[src/rtl/eth_tx_min_frame_pad.sv]
// Pads short Ethernet TX frames with zero bytes up to the 802.3 minimum and rewrites trailing-bytes tuser.
// Optional registered output with skid buffer: define ETH_TX_PAD_OUT_REG_EN.
module eth_tx_min_frame_pad #(
    parameter int unsigned DATA_WIDTH      = 64,
    parameter int unsigned PREAMBLE_BYTES  = 6,
    parameter int unsigned MIN_FRAME_BYTES = 60,
    parameter int unsigned USER_W          = $clog2(DATA_WIDTH/8) + 1
) (
    input  logic                  clk,
    input  logic                  rst_n,
    input  logic [DATA_WIDTH-1:0] i_tdata,
    input  logic [USER_W-1:0]     i_tuser,
    input  logic                  i_tlast,
    input  logic                  i_tvalid,
    output logic                  i_tready,
    output logic [DATA_WIDTH-1:0] o_tdata,
    output logic [USER_W-1:0]     o_tuser,
    output logic                  o_tlast,
    output logic                  o_tvalid,
    input  logic                  o_tready
);

    localparam int unsigned BYTES     = DATA_WIDTH / 8;
    localparam int unsigned TOTAL_MIN = PREAMBLE_BYTES + MIN_FRAME_BYTES;
    localparam int unsigned MIN_WORDS = (TOTAL_MIN + BYTES - 1) / BYTES;
    localparam int unsigned MIN_TRAIL = TOTAL_MIN % BYTES;
    localparam int unsigned CNT_W     = $clog2(MIN_WORDS + 1);
    localparam logic [CNT_W-1:0]  LAST_CNT  = CNT_W'(MIN_WORDS - 1);
    localparam logic [CNT_W-1:0]  SAT_CNT   = CNT_W'(MIN_WORDS);
    localparam logic [USER_W-1:0] TRAIL_VAL = USER_W'(MIN_TRAIL);

    if (TOTAL_MIN < BYTES || BYTES < 8 || (BYTES & (BYTES - 1)) != 0) begin : g_bad_cfg
        $error("eth_tx_min_frame_pad: invalid DATA_WIDTH / minimum frame configuration");
    end

    typedef enum logic {S_PASS, S_PAD} state_t;

    state_t            state_q, state_d;
    logic [CNT_W-1:0]  word_cnt_q, word_cnt_d;
    int unsigned       vb;
    logic              short_open;

    // Core stage result, before the optional output register
    logic [DATA_WIDTH-1:0] c_tdata;
    logic [USER_W-1:0]     c_tuser;
    logic                  c_tlast;
    logic                  c_tvalid;
    logic                  c_tready;

    always_ff @(posedge clk or negedge rst_n) begin
        if (!rst_n) begin
            state_q    <= S_PASS;
            word_cnt_q <= '0;
        end else begin
            state_q    <= state_d;
            word_cnt_q <= word_cnt_d;
        end
    end

    always_comb begin
        state_d    = state_q;
        word_cnt_d = word_cnt_q;
        c_tvalid   = 1'b0;
        c_tdata    = i_tdata;
        c_tuser    = '0;
        c_tlast    = 1'b0;
        i_tready   = 1'b0;
        short_open = 1'b0;
        vb         = (i_tuser == '0) ? BYTES : 32'(i_tuser);

        case (state_q)
            S_PASS: begin
                i_tready = c_tready;
                c_tvalid = i_tvalid;
                c_tlast  = i_tlast;
                if (i_tlast) begin
                    c_tuser = i_tuser;
                    if (32'(word_cnt_q) * BYTES + vb < TOTAL_MIN) begin
                        for (int unsigned b = 0; b < BYTES; b++) begin
                            if (b >= vb) c_tdata[b*8 +: 8] = 8'h00;
                        end
                        if (word_cnt_q == LAST_CNT) begin
                            c_tuser = TRAIL_VAL;
                        end else begin
                            c_tlast    = 1'b0;
                            c_tuser    = '0;
                            short_open = 1'b1;
                        end
                    end
                end
            end
            S_PAD: begin
                c_tvalid = 1'b1;
                c_tdata  = '0;
                if (word_cnt_q == LAST_CNT) begin
                    c_tlast = 1'b1;
                    c_tuser = TRAIL_VAL;
                end
            end
            default: state_d = S_PASS;
        endcase

        // Word accounting on each accepted output beat
        if (c_tvalid && c_tready) begin
            if (c_tlast) begin
                word_cnt_d = '0;
                state_d    = S_PASS;
            end else begin
                if (word_cnt_q != SAT_CNT) word_cnt_d = word_cnt_q + CNT_W'(1);
                if (short_open) state_d = S_PAD;
            end
        end
    end

`ifdef ETH_TX_PAD_OUT_REG_EN
    logic                  skid_valid_q;
    logic [DATA_WIDTH-1:0] skid_tdata_q;
    logic [USER_W-1:0]     skid_tuser_q;
    logic                  skid_tlast_q;

    // Core accepts whenever the skid slot is free, so i_tready never sees o_tready directly
    assign c_tready = ~skid_valid_q;

    always_ff @(posedge clk or negedge rst_n) begin
        if (!rst_n) begin
            o_tvalid     <= 1'b0;
            o_tdata      <= '0;
            o_tuser      <= '0;
            o_tlast      <= 1'b0;
            skid_valid_q <= 1'b0;
            skid_tdata_q <= '0;
            skid_tuser_q <= '0;
            skid_tlast_q <= 1'b0;
        end else if (o_tready || !o_tvalid) begin
            if (skid_valid_q) begin
                o_tvalid     <= 1'b1;
                o_tdata      <= skid_tdata_q;
                o_tuser      <= skid_tuser_q;
                o_tlast      <= skid_tlast_q;
                skid_valid_q <= 1'b0;
            end else begin
                o_tvalid <= c_tvalid;
                if (c_tvalid) begin
                    o_tdata <= c_tdata;
                    o_tuser <= c_tuser;
                    o_tlast <= c_tlast;
                end
            end
        end else if (c_tvalid && c_tready) begin
            skid_valid_q <= 1'b1;
            skid_tdata_q <= c_tdata;
            skid_tuser_q <= c_tuser;
            skid_tlast_q <= c_tlast;
        end
    end
`else
    assign c_tready = o_tready;
    assign o_tvalid = c_tvalid;
    assign o_tdata  = c_tdata;
    assign o_tuser  = c_tuser;
    assign o_tlast  = c_tlast;
`endif

endmodule

[config.mk]
export PLATFORM = sky130hd
export DESIGN_NAME = eth_tx_min_frame_pad
export DESIGN_NICKNAME = d
export VERILOG_FILES = /design/src/rtl/eth_tx_min_frame_pad.sv
export SDC_FILE = /design/constraint.sdc
export NUM_CORES = 1
export LEC_CHECK = 0
export CAP_MARGIN = 30
export CORE_MARGIN = 1.5
export CORE_UTILIZATION = 24
export DETAILED_ROUTE_END_ITERATION = 7
export PLACE_DENSITY = 0.81
export SLEW_MARGIN = 15
export SYNTH_ARGS = -nofsm -noshare
export SYNTH_HDL_FRONTEND = slang
export SYNTH_SLANG_ARGS = --single-unit
[constraint.sdc]
create_clock -name clk -period 4 [get_ports clk]
set_input_delay 0.8 -clock clk [delete_from_list [all_inputs] [get_ports clk]]
set_output_delay 0.8 -clock clk [all_outputs]
set_load 0.01 [all_outputs]
; ---- Word level (Yosys, flattened, before mapping)
; Index checks and enable logic that the tools add are counted.
[word_totals]
regBits = 5
output_inout_bits = 71
elab_cells = 52
[classes]
add_sub_neg = 2
magnitude_cmp = 9
n_eq_ne = 2
mux = 30
bitwise_logic = 1
reduce_logical = 6
[op_table]
columns = operator, count
row1 = 64-bit two-way mux, 2
row2 = 64-bit one-hot mux with 2 select lines, 1
row3 = 8-bit two-way mux, 8
row4 = 4-bit two-way mux, 5
row5 = 3-bit by 4-bit >= comparator with 1-bit output (first input constant), 4
row6 = 1-bit two-way mux, 10
row7 = 7-bit by 4-bit adder with 8-bit output, 1
row8 = 1-bit by 4-bit >= comparator with 1-bit output (first input constant), 2
row9 = 2-bit by 4-bit >= comparator with 1-bit output (first input constant), 2
row10 = 8-bit by 7-bit < comparator with 1-bit output (second input constant), 1
row11 = 4-bit one-hot mux with 2 select lines, 1
row12 = 4-bit by 1-bit adder with 4-bit output (second input constant), 1
row13 = 4-bit equality test (second input constant), 1
row14 = 4-bit logical NOT, 1
row15 = 4-bit != test (second input constant), 1
row16 = 1-bit one-hot mux with 2 select lines, 2
row17 = 2-bit AND reduction, 2
row18 = 2-bit nonzero test, 2
row19 = 2-bit two-way mux, 1
row20 = 1-bit logical AND, 1
row21 = 1-bit NOT, 1

; ---- Logic depth before layout (Yosys ltp)
; Gate-level depths: netlist of run 1.
[logic_depth]
word_depth = 9
depth_mapped = 11

; ---- Least setup slack after synthesis of run 1
; No wires, ideal clock.
[synth_path]
path_kind = input -> output
from = input port i_tuser[0]
to = output port o_tdata[32]
t_arrival_ns = 3.000
t_required_ns = 3.200
path_slack_ns = 0.200
stages = 10
path_buffers = 0
cell_sequence = or2_2 -> nor2_1 -> or2_2 -> ha_1 -> ha_1 -> nor4_1 -> nand2_1 -> a21o_1 -> o41a_1 -> and2_1
[synth_via]
elab_chain_len = 7
word_cells_on_any_way = 9
[synth_lines]
columns = item, line
row1 = from (decl), 12  ; input logic [USER_W-1:0] i_tuser,
row2 = 4-bit logical NOT, 69  ; vb = (i_tuser == '0) ? BYTES : 32'(i_tuser);
row3 = 4-bit two-way mux (*), 69
row4 = 7-bit by 4-bit adder with 8-bit output or 3-bit by 4-bit >= comparator with 1-bit output (tied branches), "78, 80"
row5 = 8-bit by 7-bit < comparator with 1-bit output or 8-bit two-way mux (tied branches), "78, 80"
row6 = 64-bit two-way mux (*), 78  ; if (32'(word_cnt_q) * BYTES + vb < TOTAL_MIN) begin
row7 = 64-bit two-way mux (*), 76  ; if (i_tlast) begin
row8 = 64-bit one-hot mux with 2 select lines (*), 71  ; case (state_q)
row9 = to (decl), 16  ; output logic [DATA_WIDTH-1:0] o_tdata,
; Every way passes the cells marked *; elsewhere a longest branch is shown, timed or not.

; ---- Worst setup path in the final report of run 1
[layout_path]
from = input port i_tuser[0]
to = output port o_tdata[9]
[layout_via]
elab_chain_len = 7
word_cells_on_any_way = 9
[layout_lines]
columns = item, line
row1 = 4-bit logical NOT, 69
row2 = 4-bit two-way mux (*), 69
row3 = 7-bit by 4-bit adder with 8-bit output or 1-bit by 4-bit >= comparator with 1-bit output (tied branches), "78, 80"
row4 = 8-bit by 7-bit < comparator with 1-bit output or 8-bit two-way mux (tied branches), "78, 80"
row5 = 64-bit two-way mux (*), 78
row6 = 64-bit two-way mux (*), 76
row7 = 64-bit one-hot mux with 2 select lines (*), 71
; Marked as above.

==> results.py, run 1 <==
metrics = {
    "status": {
        "status": "finished with violations",
        "violations": "negative setup slack",
    },
    "finish": {
        "fin_util_pct": 66.8,
        "area_growth_pct": 165,
        "nFillCells": 360,
        "fin_nets": 394,
        "multi_input_area_um2": 1020,
        "antenna_cells": 0,
        "drive_gt1_share_pct": 38.1,
        "regArea_um2": 125,
    },
    "cts": {
        "cts_tree": "built",
        "clockBufferDepth": 2,
        "cts_max_level": 1,
        "clock-sinks": 5,
        "clock-root-buffer": "clkbuf_8",
        "cts_buffers": 3,
        "clk_pin_slew_ns": 0.03,
        "insertion_delay_ns": 0.22,
    },
    "logic_synthesis": {
        "synthAdderAreaFrac_pct": 6.16,
        "synth_top_family_by_area": "simple AND/OR/NAND/NOR gates",
        "syn_inst": 145,
        "seq_area_frac_synth_pct": 12.3,
        "synth_top_area_share_pct": 36.9,
        "synth_area_leaders": "and2_1 37%, dfrtp_1 12%, ha_1 6.2%, nor2b_1 6.2%, a21oi_1 3.0%",
        "synth-edff-count": 0,
        "synth_nets": 223,
        "synth_xor_area_share_pct": 2.59,
        "synth_area_leader_cell": "and2_1",
        "avgSynthCellArea_um2": 7.01,
        "postSynthRegisterBits": 5,
        "ys_warn_count": 0,
        "ys.flop_type": "dfrtp_1",
        "ys_top_cells_by_count": "60 x and2_1, 10 x nor2b_1, 7 x inv_1, 7 x nand2_1, 6 x a21oi_1",
        "yosysMostFrequentCell": "and2_1",
        "yosys.area_share.simple_pct": 57.1,
        "yosysUniqueCellTypes": 32,
        "synthArstFlopShare_pct": 100,
        "syn_area_um2": 1020,
        "synth.area.mux_share_pct": 2.09,
        "synth_compound_gate_area_share_pct": 15.9,
    },
    "global_routing": {
        "grt_overflow": 0,
        "grt_max_degree": 23,
        "grt_pass1_wl_mm": 7.40,
        "grt_pass1_vias": 1674,
        "grtUsageTotal_pct": 21.1,
        "antenna_found_initial": 0,
    },
    "route": {
        "drc_errors": 0,
        "wire_per_inst_um": 13.9,
        "first_pass_iters": 4,
        "wirelength_met1_mm": 1.85,
        "wl_met3_um": 318,
        "totalWireLength_mm": 5.06,
        "vias": 1633,
        "highest_layer": "met4",
        "wl_met2_mm": 2.80,
        "antenna_left": 0,
        "drtIter0Drc": 77,
        "via_per_inst": 4.47,
    },
    "timing": {
        "period_needed_ns": 4.06,
        "finalHoldViolations": 0,
        "finClkSkew_ns": 0.00315,
        "max_freq_mhz": 246,
        "tightest_slew_ns": 0.893,
        "hold_ws_ns": 0.705,
        "maxSlewViolCount": 0,
        "setup_viol": 17,
        "finalCritPeriodShare_pct": 101,
        "setup_ws_ns": -0.0595,
        "maxSlewHeadroom_pct": 40.5,
        "rsz0062_at_grt": "true",
    },
    "floorplan": {
        "die-area_um2": 4630,
        "rows": 23,
        "pin_count": 144,
        "die_width_um": 68.1,
        "core_area_um2": 4030,
        "die_h_um": 68.1,
        "initial_core_util_pct": 25.2,
    },
    "setup_path": {
        "worst_setup_path_start_kind": "input port",
        "cp_num_buf_inv": 5,
        "end_kind": "output port",
        "slowest_stage": "a2111oi_4",
        "slowest_delay_ns": 0.30,
        "worstSetupPathType": "input port to output port",
        "cp.arrival_ns": 3.26,
        "worstPathMaxFanout": 8,
        "crit_family": "simple AND/OR/NAND/NOR gates",
        "crit_path_frequent_cell": "buf_6",
        "required_ns": 3.20,
        "path_cells": "buf_6 > or2_4 > nor2_4 > or2_4 > ha_4 > ha_4 > nor4_4 > nand2_2 > buf_6 > a2111oi_4 > buf_4 > buf_6 > a31oi_4 > and2_1 > buf_2",
    },
    "place": {
        "portBuffers": 143,
        "gp_congestion": 0.837,
        "dpl.hpwl_mm": 4.09,
    },
    "run": {
        "drv_cap": 0,
    },
    "min_path": {
        "hold_path_class": "flip-flop to flip-flop",
    },
    "power": {
        "ir_drop_uv": 139,
        "power.static_leakage_nw": 1.30,
        "power_per_cell_area_nw_per_um2": 330,
    },
}
-- routing by layer --
layer,GRT usage (%),up-vias
met3,4.93,11
met5,0,-
met4,6.50,0
li1,-,821
met1,22.3,727
met2,40.5,74
-- power by group --
part / internal (mW) / total, mW / leakage (nW) / switching (mW)
clock network: 0.0684 / 0.0931 / 0.0228 / 0.0247
registers: 0.0715 / 0.136 / 0.0588 / 0.0641
logic: 0.373 / 0.658 / 1.22 / 0.285
-- through the flow --
step | setup WS, ns | area [um2] | total power [mW] | cells | TNS (ns)
final | -0.0595 | 2690 | 0.887 | 365 | -0.513
after global routing | -0.172 | 2690 | 0.961 | 365 | -4.83
after CTS | 0.00837 | 2630 | 0.844 | 360 | 0
after detailed placement | -0.865 | 2560 | 0.709 | 344 | -46.76
after global placement | -0.795 | 2560 | 0.700 | 344 | -43.16
after floorplan | 0.200 | 1020 | 0.385 | 145 | 0
-- cells in the final DEF, fill, tap and decap left out, types with 2 or more instances in the layout --
master	instances
clkdlybuf4s15_1	2
buf_4	22
a21oi_1	2
clkdlybuf4s50_1	82
a2111oi_4	2
a21oi_4	2
o21ai_0	4
ha_1	3
and2_1	45
nand3_1	4
nor2_1	3
a21oi_2	2
inv_1	7
buf_2	35
clkbuf_8	3
buf_6	13
dfrtp_1	5
or2_4	2
and2_4	15
ha_4	2
nand2_1	6
and3_1	4
clkbuf_2	14
nor2b_1	10
nand2b_1	2
-- area by class of cell --
cell class,instances,share of cell area (%)
Clock buffer,4,1.67
Inverter,7,0.977
Multi-Input combinational cell,130,38.1
Sequential cell,5,4.65
Tap cell,50,2.33
Timing Repair Buffer,169,52.3
-- worst paths after layout --
check	startpoint	to	slack, ns	cells past startpoint
max in group asynchronous	rst_n	state_q$_DFFE_PN0P_	3.01	1
setup reg to reg	state_q$_DFFE_PN0P_	word_cnt_q[2]$_DFFE_PN0P_	1.77	6
setup / recovery	i_tuser[0]	o_tdata[9]	-0.06	15
hold reg to reg	word_cnt_q[2]$_DFFE_PN0P_	word_cnt_q[2]$_DFFE_PN0P_	0.70	1
hold / removal	word_cnt_q[2]$_DFFE_PN0P_	word_cnt_q[2]$_DFFE_PN0P_	0.70	1
min in group asynchronous	rst_n	word_cnt_q[0]$_DFFE_PN0P_	0.80	1
-- flip-flops by register name (all words and copies together), names as in the netlist --
| signal | flops |
|---|---|
| state_q | 1 |
| word_cnt_q | 4 |
-- repair_timing --
item / CTS / global route
hold buffers: 0 / 0
gates resized for setup: 212 / 61
buffers inserted: 12 / 5
cloned: 0 / 0
setup endpoints to repair: 61 / 60
pin swaps: 38 / 27
-- worst reg2reg max path, delay by kind of cell (launching register included) --
family	cells	cell delay, ns
AO/OA/AOI/OAI	3	0.61
buffers and inverters	1	0.16
flip-flops	1	0.91
AND/OR/NAND/NOR	2	0.43
-- kinds of logic after synthesis --
| family | count (synthesis) |
|---|---|
| AOI/OAI and AO/OA | 22 |
| xor gates and xnor gates | 3 |
| adders and majority gates | 5 |
| buffers and inverters | 10 |
| DFF | 5 |
| muxes | 2 |
| and+or+nand+nor | 98 |
No activity file was read; power rests on OpenSTA's default activity.
==> run 2: changes to the inputs <==
- CORE_UTILIZATION: 24 -> 26
- PLACE_DENSITY: 0.81 -> 0.87
- SLEW_MARGIN: 15 -> 25
- clock period: 4 -> 5.05 ns (I/O delays scaled with it)
==> run 2 against run 1 <==
Effect of this change:
- the run now ends clean
- flip-flop and latch count stayed put
- core utilization rose by 6.3 points
- clock power decreased by 21%
- clock skew is 0.0023 ns lower
- via count down 3.4%
- non-clock buffer count decreased by 9
- routed wire length fell by 7.0%
- count of clock-buffer cells in the layout is the same
- largest cell class unchanged
- largest power group unchanged
==> results.py, run 2 (synthesis results as in run 1) <==
metrics = {
    "status": {
        "status": "completed",
    },
    "place": {
        "dpl.hpwl_mm": 3.82,
        "portBuffers": 143,
        "placed_area_um2": 2550,
        "gp_congestion": 0.798,
    },
    "cts": {
        "clock-root-buffer": "clkbuf_8",
        "insertion_delay_ns": 0.22,
        "clock-sinks": 5,
        "clockBufferDepth": 2,
        "clk_pin_slew_ns": 0.03,
        "cts_buffers": 3,
        "cts_max_level": 1,
        "cts_tree": "built",
    },
    "run": {
        "drv_cap": 0,
    },
    "global_routing": {
        "grt_overflow": 0,
        "grtUsageTotal_pct": 20.6,
        "grt_max_degree": 23,
        "grt_pass1_wl_mm": 6.91,
        "antenna_found_initial": 0,
        "grt_pass1_vias": 1560,
    },
    "timing": {
        "maxSlewHeadroom_pct": 43.6,
        "setup_viol": 0,
        "tightest_slew_ns": 0.847,
        "max_freq_mhz": 201,
        "finalHoldViolations": 0,
        "finClkSkew_ns": 0.000839,
        "finalCritPeriodShare_pct": 98.3,
        "period_needed_ns": 4.96,
        "hold_ws_ns": 0.703,
        "maxSlewViolCount": 0,
    },
    "floorplan": {
        "die-area_um2": 4290,
        "rows": 22,
        "die_width_um": 65.5,
        "pin_count": 144,
        "initial_core_util_pct": 27.3,
        "die_h_um": 65.5,
        "core_area_um2": 3720,
    },
    "power": {
        "p_switching_mw": 0.277,
        "p_comb_share_pct": 72.9,
        "p_clk_share_pct": 11.0,
        "switching_share_pct": 41.9,
        "power_per_cell_area_nw_per_um2": 244,
        "ir_drop_uv": 149,
        "power_mw": 0.662,
        "power.static_leakage_nw": 1.33,
        "internal_power_mw": 0.385,
        "seq_power_share_pct": 16.0,
    },
    "finish": {
        "reg_top3": "word_cnt_q (4), state_q (1)",
        "area_growth_pct": 167,
        "antenna_cells": 0,
        "final_cell_mix": "85 x clkdlybuf4s50_1, 60 x and2_1, 46 x dlygate4sd2_1",
        "regArea_um2": 125,
        "nFillCells": 310,
        "final_area_um2": 2720,
        "drive_gt1_share_pct": 12.1,
        "multi_input_area_um2": 957,
        "top_register": "word_cnt_q",
        "fin_nets": 385,
        "largest_register_ffs": 4,
        "layout_commonest_cell": "clkdlybuf4s50_1",
        "fin_util_pct": 73.1,
    },
    "setup_path": {
        "r2r_cells": 8,
        "reg2reg_slack_ns": 2.81,
        "end_kind": "output port",
        "path_cells": "clkdlybuf4s50_1 > or2_4 > nor2_2 > or2_2 > ha_4 > ha_4 > nor4_4 > nand2_2 > a2111oi_4 > buf_4 > nor2_2 > and2_1 > dlygate4sd2_1",
        "worstSetupPathType": "input port to output port",
        "slowest_stage": "clkdlybuf4s50_1",
        "worst_setup_path_start_kind": "input port",
        "timing.rr.start": "word_cnt_q[0]$_DFFE_PN0P_",
        "slowest_delay_ns": 0.48,
        "cp.arrival_ns": 3.95,
        "required_ns": 4.04,
        "worstPathMaxFanout": 8,
        "r2r_end": "word_cnt_q[3]$_DFFE_PN0P_",
    },
    "min_path": {
        "hold_path_class": "flip-flop to flip-flop",
        "min_path_cells": 2,
        "holdPathEnd": "word_cnt_q[1]$_DFFE_PN0P_",
        "hp-start": "word_cnt_q[1]$_DFFE_PN0P_",
    },
    "route": {
        "vias": 1578,
        "via_per_inst": 4.46,
        "first_pass_iters": 4,
        "antenna_left": 0,
        "drc_errors": 0,
        "totalWireLength_mm": 4.71,
        "wire_per_inst_um": 13.3,
        "drtIter0Drc": 26,
    },
}
[run 2: repair_timing]
item / 4_1_cts / 5_1_grt
endpoints found under the setup margin: 57 / 57
gates resized for setup: 74 / 13
hold buffers: 0 / 0
gates cloned: 0 / 0
pin swaps: 10 / 12
setup buffers: 7 / 4
endpoints found under the hold margin: 0 / 0
[run 2: critical path: cells and delay by family]
kind | cells | cell delay [ns]
AO/OA/AOI/OAI | 1 | 0.48
adder cells (fa/ha/maj) | 2 | 0.40
buffers and inverters | 3 | 0.95
AND/OR/NAND/NOR | 7 | 1.10
[run 2: cell type report]
| cell class | instances | share of cell area, % |
|---|---|---|
| Tap cell | 48 | 2.21 |
| Inverter | 7 | 0.968 |
| Multi-Input combinational cell | 130 | 35.3 |
| Clock buffer | 4 | 1.66 |
| Timing Repair Buffer | 160 | 55.3 |
| Sequential cell | 5 | 4.61 |
[run 2: layer usage]
layer	up-vias	global-route usage [%]	part of all wire, %
li1	809	-	-
met1	683	21.7	38
met2	78	39.4	54
met3	8	5.82	7.2
met4	0	5.73	1.6
met5	-	0	0
[run 2: worst max path at each step]
stage               startpoint          end  slack [ns]  cells past startpoint
global placement    i_tuser[0]  o_tdata[38]       -0.12                     12
CTS                 i_tuser[0]  o_tdata[26]       0.001                     13
floorplan           i_tuser[0]  o_tdata[32]        0.83                     10
detailed placement  i_tuser[1]  o_tdata[46]       -0.23                     12
finish              i_tuser[0]  o_tdata[62]        0.09                     13
global route        i_tuser[0]  o_tdata[60]       -0.04                     13
[run 2: metrics by stage]
stage	setup slack (ns)	setup TNS, ns	cells
6_report	0.0858	0	354
5_1_grt	-0.0423	-0.385	354
4_1_cts	0.00112	0	351
3_5_place_dp	-0.232	-9.98	340
3_3_place_gp	-0.124	-4.74	340
2_1_floorplan	0.830	0	145
[run 2: power by group through the flow]
stage               combinational, mW  clock, mW  sequential [mW]
CTS                             0.449     0.0747            0.101
detailed placement              0.457          0           0.0984
floorplan                       0.234          0           0.0709
global route                    0.522     0.0783            0.111
finish                          0.483     0.0731            0.106
global placement                0.450          0           0.0968
==> run 3: changes to the inputs <==
- CORE_UTILIZATION: 26 -> 24
- CTS_CLUSTER_SIZE: default -> 20
- PLACE_DENSITY: 0.87 -> 0.81
- clock period: 5.05 -> 4.6 ns (I/O delays scaled with it)
==> run 3 against run 2 <==
Effect of this change:
- design area decreased by 3.5%
- clock power increased by 9.8%
- power increased by 6.5%
- combinational power increased by 5.2%
- register-to-register slack got worse by 0.59 ns
- non-clock buffer count increased by 3
- global-route usage about the same
- critical path depth increased by 1
- core utilization decreased by 8.1 points
- cell count increased by 1.4%
- flip-flop and latch count unchanged
- largest cell class unchanged
==> results.py, run 3 (synthesis results as in run 1) <==
metrics = {
    "status": {
        "status": "completed",
    },
    "cts": {
        "clockBufferDepth": 2,
        "clock-root-buffer": "clkbuf_8",
        "clk_pin_slew_ns": 0.03,
        "clock-sinks": 5,
        "cts_max_level": 1,
        "cts_buffers": 3,
        "cts-hold-fix-buffers": 0,
        "cts_tree": "built",
        "insertion_delay_ns": 0.22,
    },
    "timing": {
        "setup_viol": 0,
        "period_needed_ns": 4.50,
        "finalHoldViolations": 0,
        "finalCritPeriodShare_pct": 97.9,
        "maxSlewHeadroom_pct": 41.1,
        "max_freq_mhz": 222,
        "hold_ws_ns": 0.690,
        "maxSlewViolCount": 0,
        "tightest_slew_ns": 0.883,
        "tns_ns": 0,
        "finClkSkew_ns": 0.000930,
    },
    "finish": {
        "final_cell_mix": "82 x clkdlybuf4s50_1, 53 x and2_1, 22 x dlygate4sd2_1, 22 x clkbuf_2, 20 x buf_4",
        "area_growth_pct": 158,
        "fin_util_pct": 65.0,
        "drive_gt1_share_pct": 25.9,
        "antenna_cells": 0,
        "top_register": "word_cnt_q",
        "reg_top3": "word_cnt_q (4), state_q (1)",
        "layout_commonest_cell": "clkdlybuf4s50_1",
        "largest_register_ffs": 4,
        "fin_nets": 388,
    },
    "route": {
        "drc_errors": 0,
        "first_pass_iters": 4,
        "drtIter0Drc": 78,
        "wire_per_inst_um": 13.8,
        "via_per_inst": 4.55,
        "vias": 1633,
        "totalWireLength_mm": 4.95,
        "antenna_left": 0,
    },
    "global_routing": {
        "antenna_found_initial": 0,
        "grt_max_degree": 23,
        "grt_pass1_wl_mm": 7.38,
        "grtUsageTotal_pct": 20.6,
        "grt_pass1_vias": 1659,
        "grt_overflow": 0,
    },
    "power": {
        "p_clk_share_pct": 11.4,
        "power_per_cell_area_nw_per_um2": 269,
        "p_switching_mw": 0.302,
        "internal_power_mw": 0.403,
        "switching_share_pct": 42.8,
        "ir_drop_uv": 115,
        "power.static_leakage_nw": 1.30,
        "seq_power_share_pct": 16.6,
        "p_comb_share_pct": 72.0,
    },
    "run": {
        "drv_cap": 0,
    },
    "setup_path": {
        "worst_setup_path_start_kind": "input port",
        "required_ns": 3.68,
        "worstPathMaxFanout": 4,
        "worstSetupPathType": "input port to output port",
        "cp.arrival_ns": 3.58,
        "end_kind": "output port",
    },
    "floorplan": {
        "die_h_um": 68.1,
        "rows": 23,
        "die-area_um2": 4630,
        "pin_count": 144,
        "die_width_um": 68.1,
        "core_area_um2": 4030,
        "initial_core_util_pct": 25.2,
    },
    "min_path": {
        "hold_path_class": "flip-flop to flip-flop",
    },
    "place": {
        "portBuffers": 143,
        "dpl.hpwl_mm": 4.10,
        "gp_congestion": 0.841,
    },
}
[run 3: changes by cell type in the layout (fill, tap and decap cells not counted), sizes merged]
cell | before | now
dlygate4sd2 | 46 | 22
clkbuf | 4 | 26
buf | 17 | 32
dlymetal6s2s | 0 | 1
clkdlybuf4s50 | 85 | 82
clkdlybuf4s15 | 12 | 4
[run 3: critical path, cell delays in order]
cell and delay [ns]:
dlygate4sd2_1 0.24, or2_4 0.24, nor2_4 0.10, or2_4 0.13, ha_4 0.12, ha_1 0.22
nor4_1 0.23, nand2_1 0.23, a2111oi_4 0.34, buf_4 0.19, a21oi_2 0.07, buf_4 0.18
and2_1 0.14, clkdlybuf4s15_2 0.23
[run 3: final timing paths]
| path | from | end | slack (ns) | depth (start not counted) |
|---|---|---|---|---|
| max in group asynchronous | rst_n | word_cnt_q[1]$_DFFE_PN0P_ | 3.49 | 1 |
| worst max-delay path | i_tuser[0] | o_tdata[51] | 0.1 | 14 |
| min in group asynchronous | rst_n | word_cnt_q[0]$_DFFE_PN0P_ | 0.92 | 1 |
| worst min register to register | word_cnt_q[1]$_DFFE_PN0P_ | word_cnt_q[1]$_DFFE_PN0P_ | 0.69 | 2 |
| worst min-delay path | word_cnt_q[1]$_DFFE_PN0P_ | word_cnt_q[1]$_DFFE_PN0P_ | 0.69 | 2 |
| worst max register to register | word_cnt_q[0]$_DFFE_PN0P_ | word_cnt_q[1]$_DFFE_PN0P_ | 2.22 | 8 |
[run 3: metrics by stage]
stage | setup WS (ns) | instance area [um2] | cells | power (mW)
after CTS | 0.000113 | 2690 | 358 | 0.699
after floorplan | 0.560 | 1020 | 145 | 0.335
final | 0.0979 | 2620 | 359 | 0.705
after detailed placement | -0.517 | 2560 | 344 | 0.615
after global placement | -0.431 | 2560 | 344 | 0.608
after global routing | -0.0123 | 2620 | 359 | 0.764
[run 3: power by group through the flow]
stage	clock (mW)	sequential [mW]	combinational, mW
after CTS	0.0815	0.113	0.505
after floorplan	0	0.0778	0.257
after detailed placement	0	0.108	0.507
after global routing	0.0861	0.121	0.556
final	0.0803	0.117	0.508
after global placement	0	0.107	0.501
[run 3: final cells by class]
class | instances | area [um2]
tap | 50 | 62.6
timing repair buffer | 163 | 1390
fill | 390 | 1410
clock buffer | 4 | 45.0
inverter | 7 | 26.3
sequential | 5 | 125
multi-input combinational | 130 | 972
[run 3: routing by layer]
metal,GRT usage [%],up-vias,part of all wire [%]
met5,0,-,0
met4,6.75,0,1.2
met3,5.76,8,7.0
met2,38.5,74,56
met1,22.1,739,36
li1,-,812,-
[run 3: repair_timing]
item | 4_1_cts | 5_1_grt
setup endpoints to repair | 60 | 57
buffers inserted | 10 | 1
resized for setup | 119 | 52
pin swaps | 33 | 24
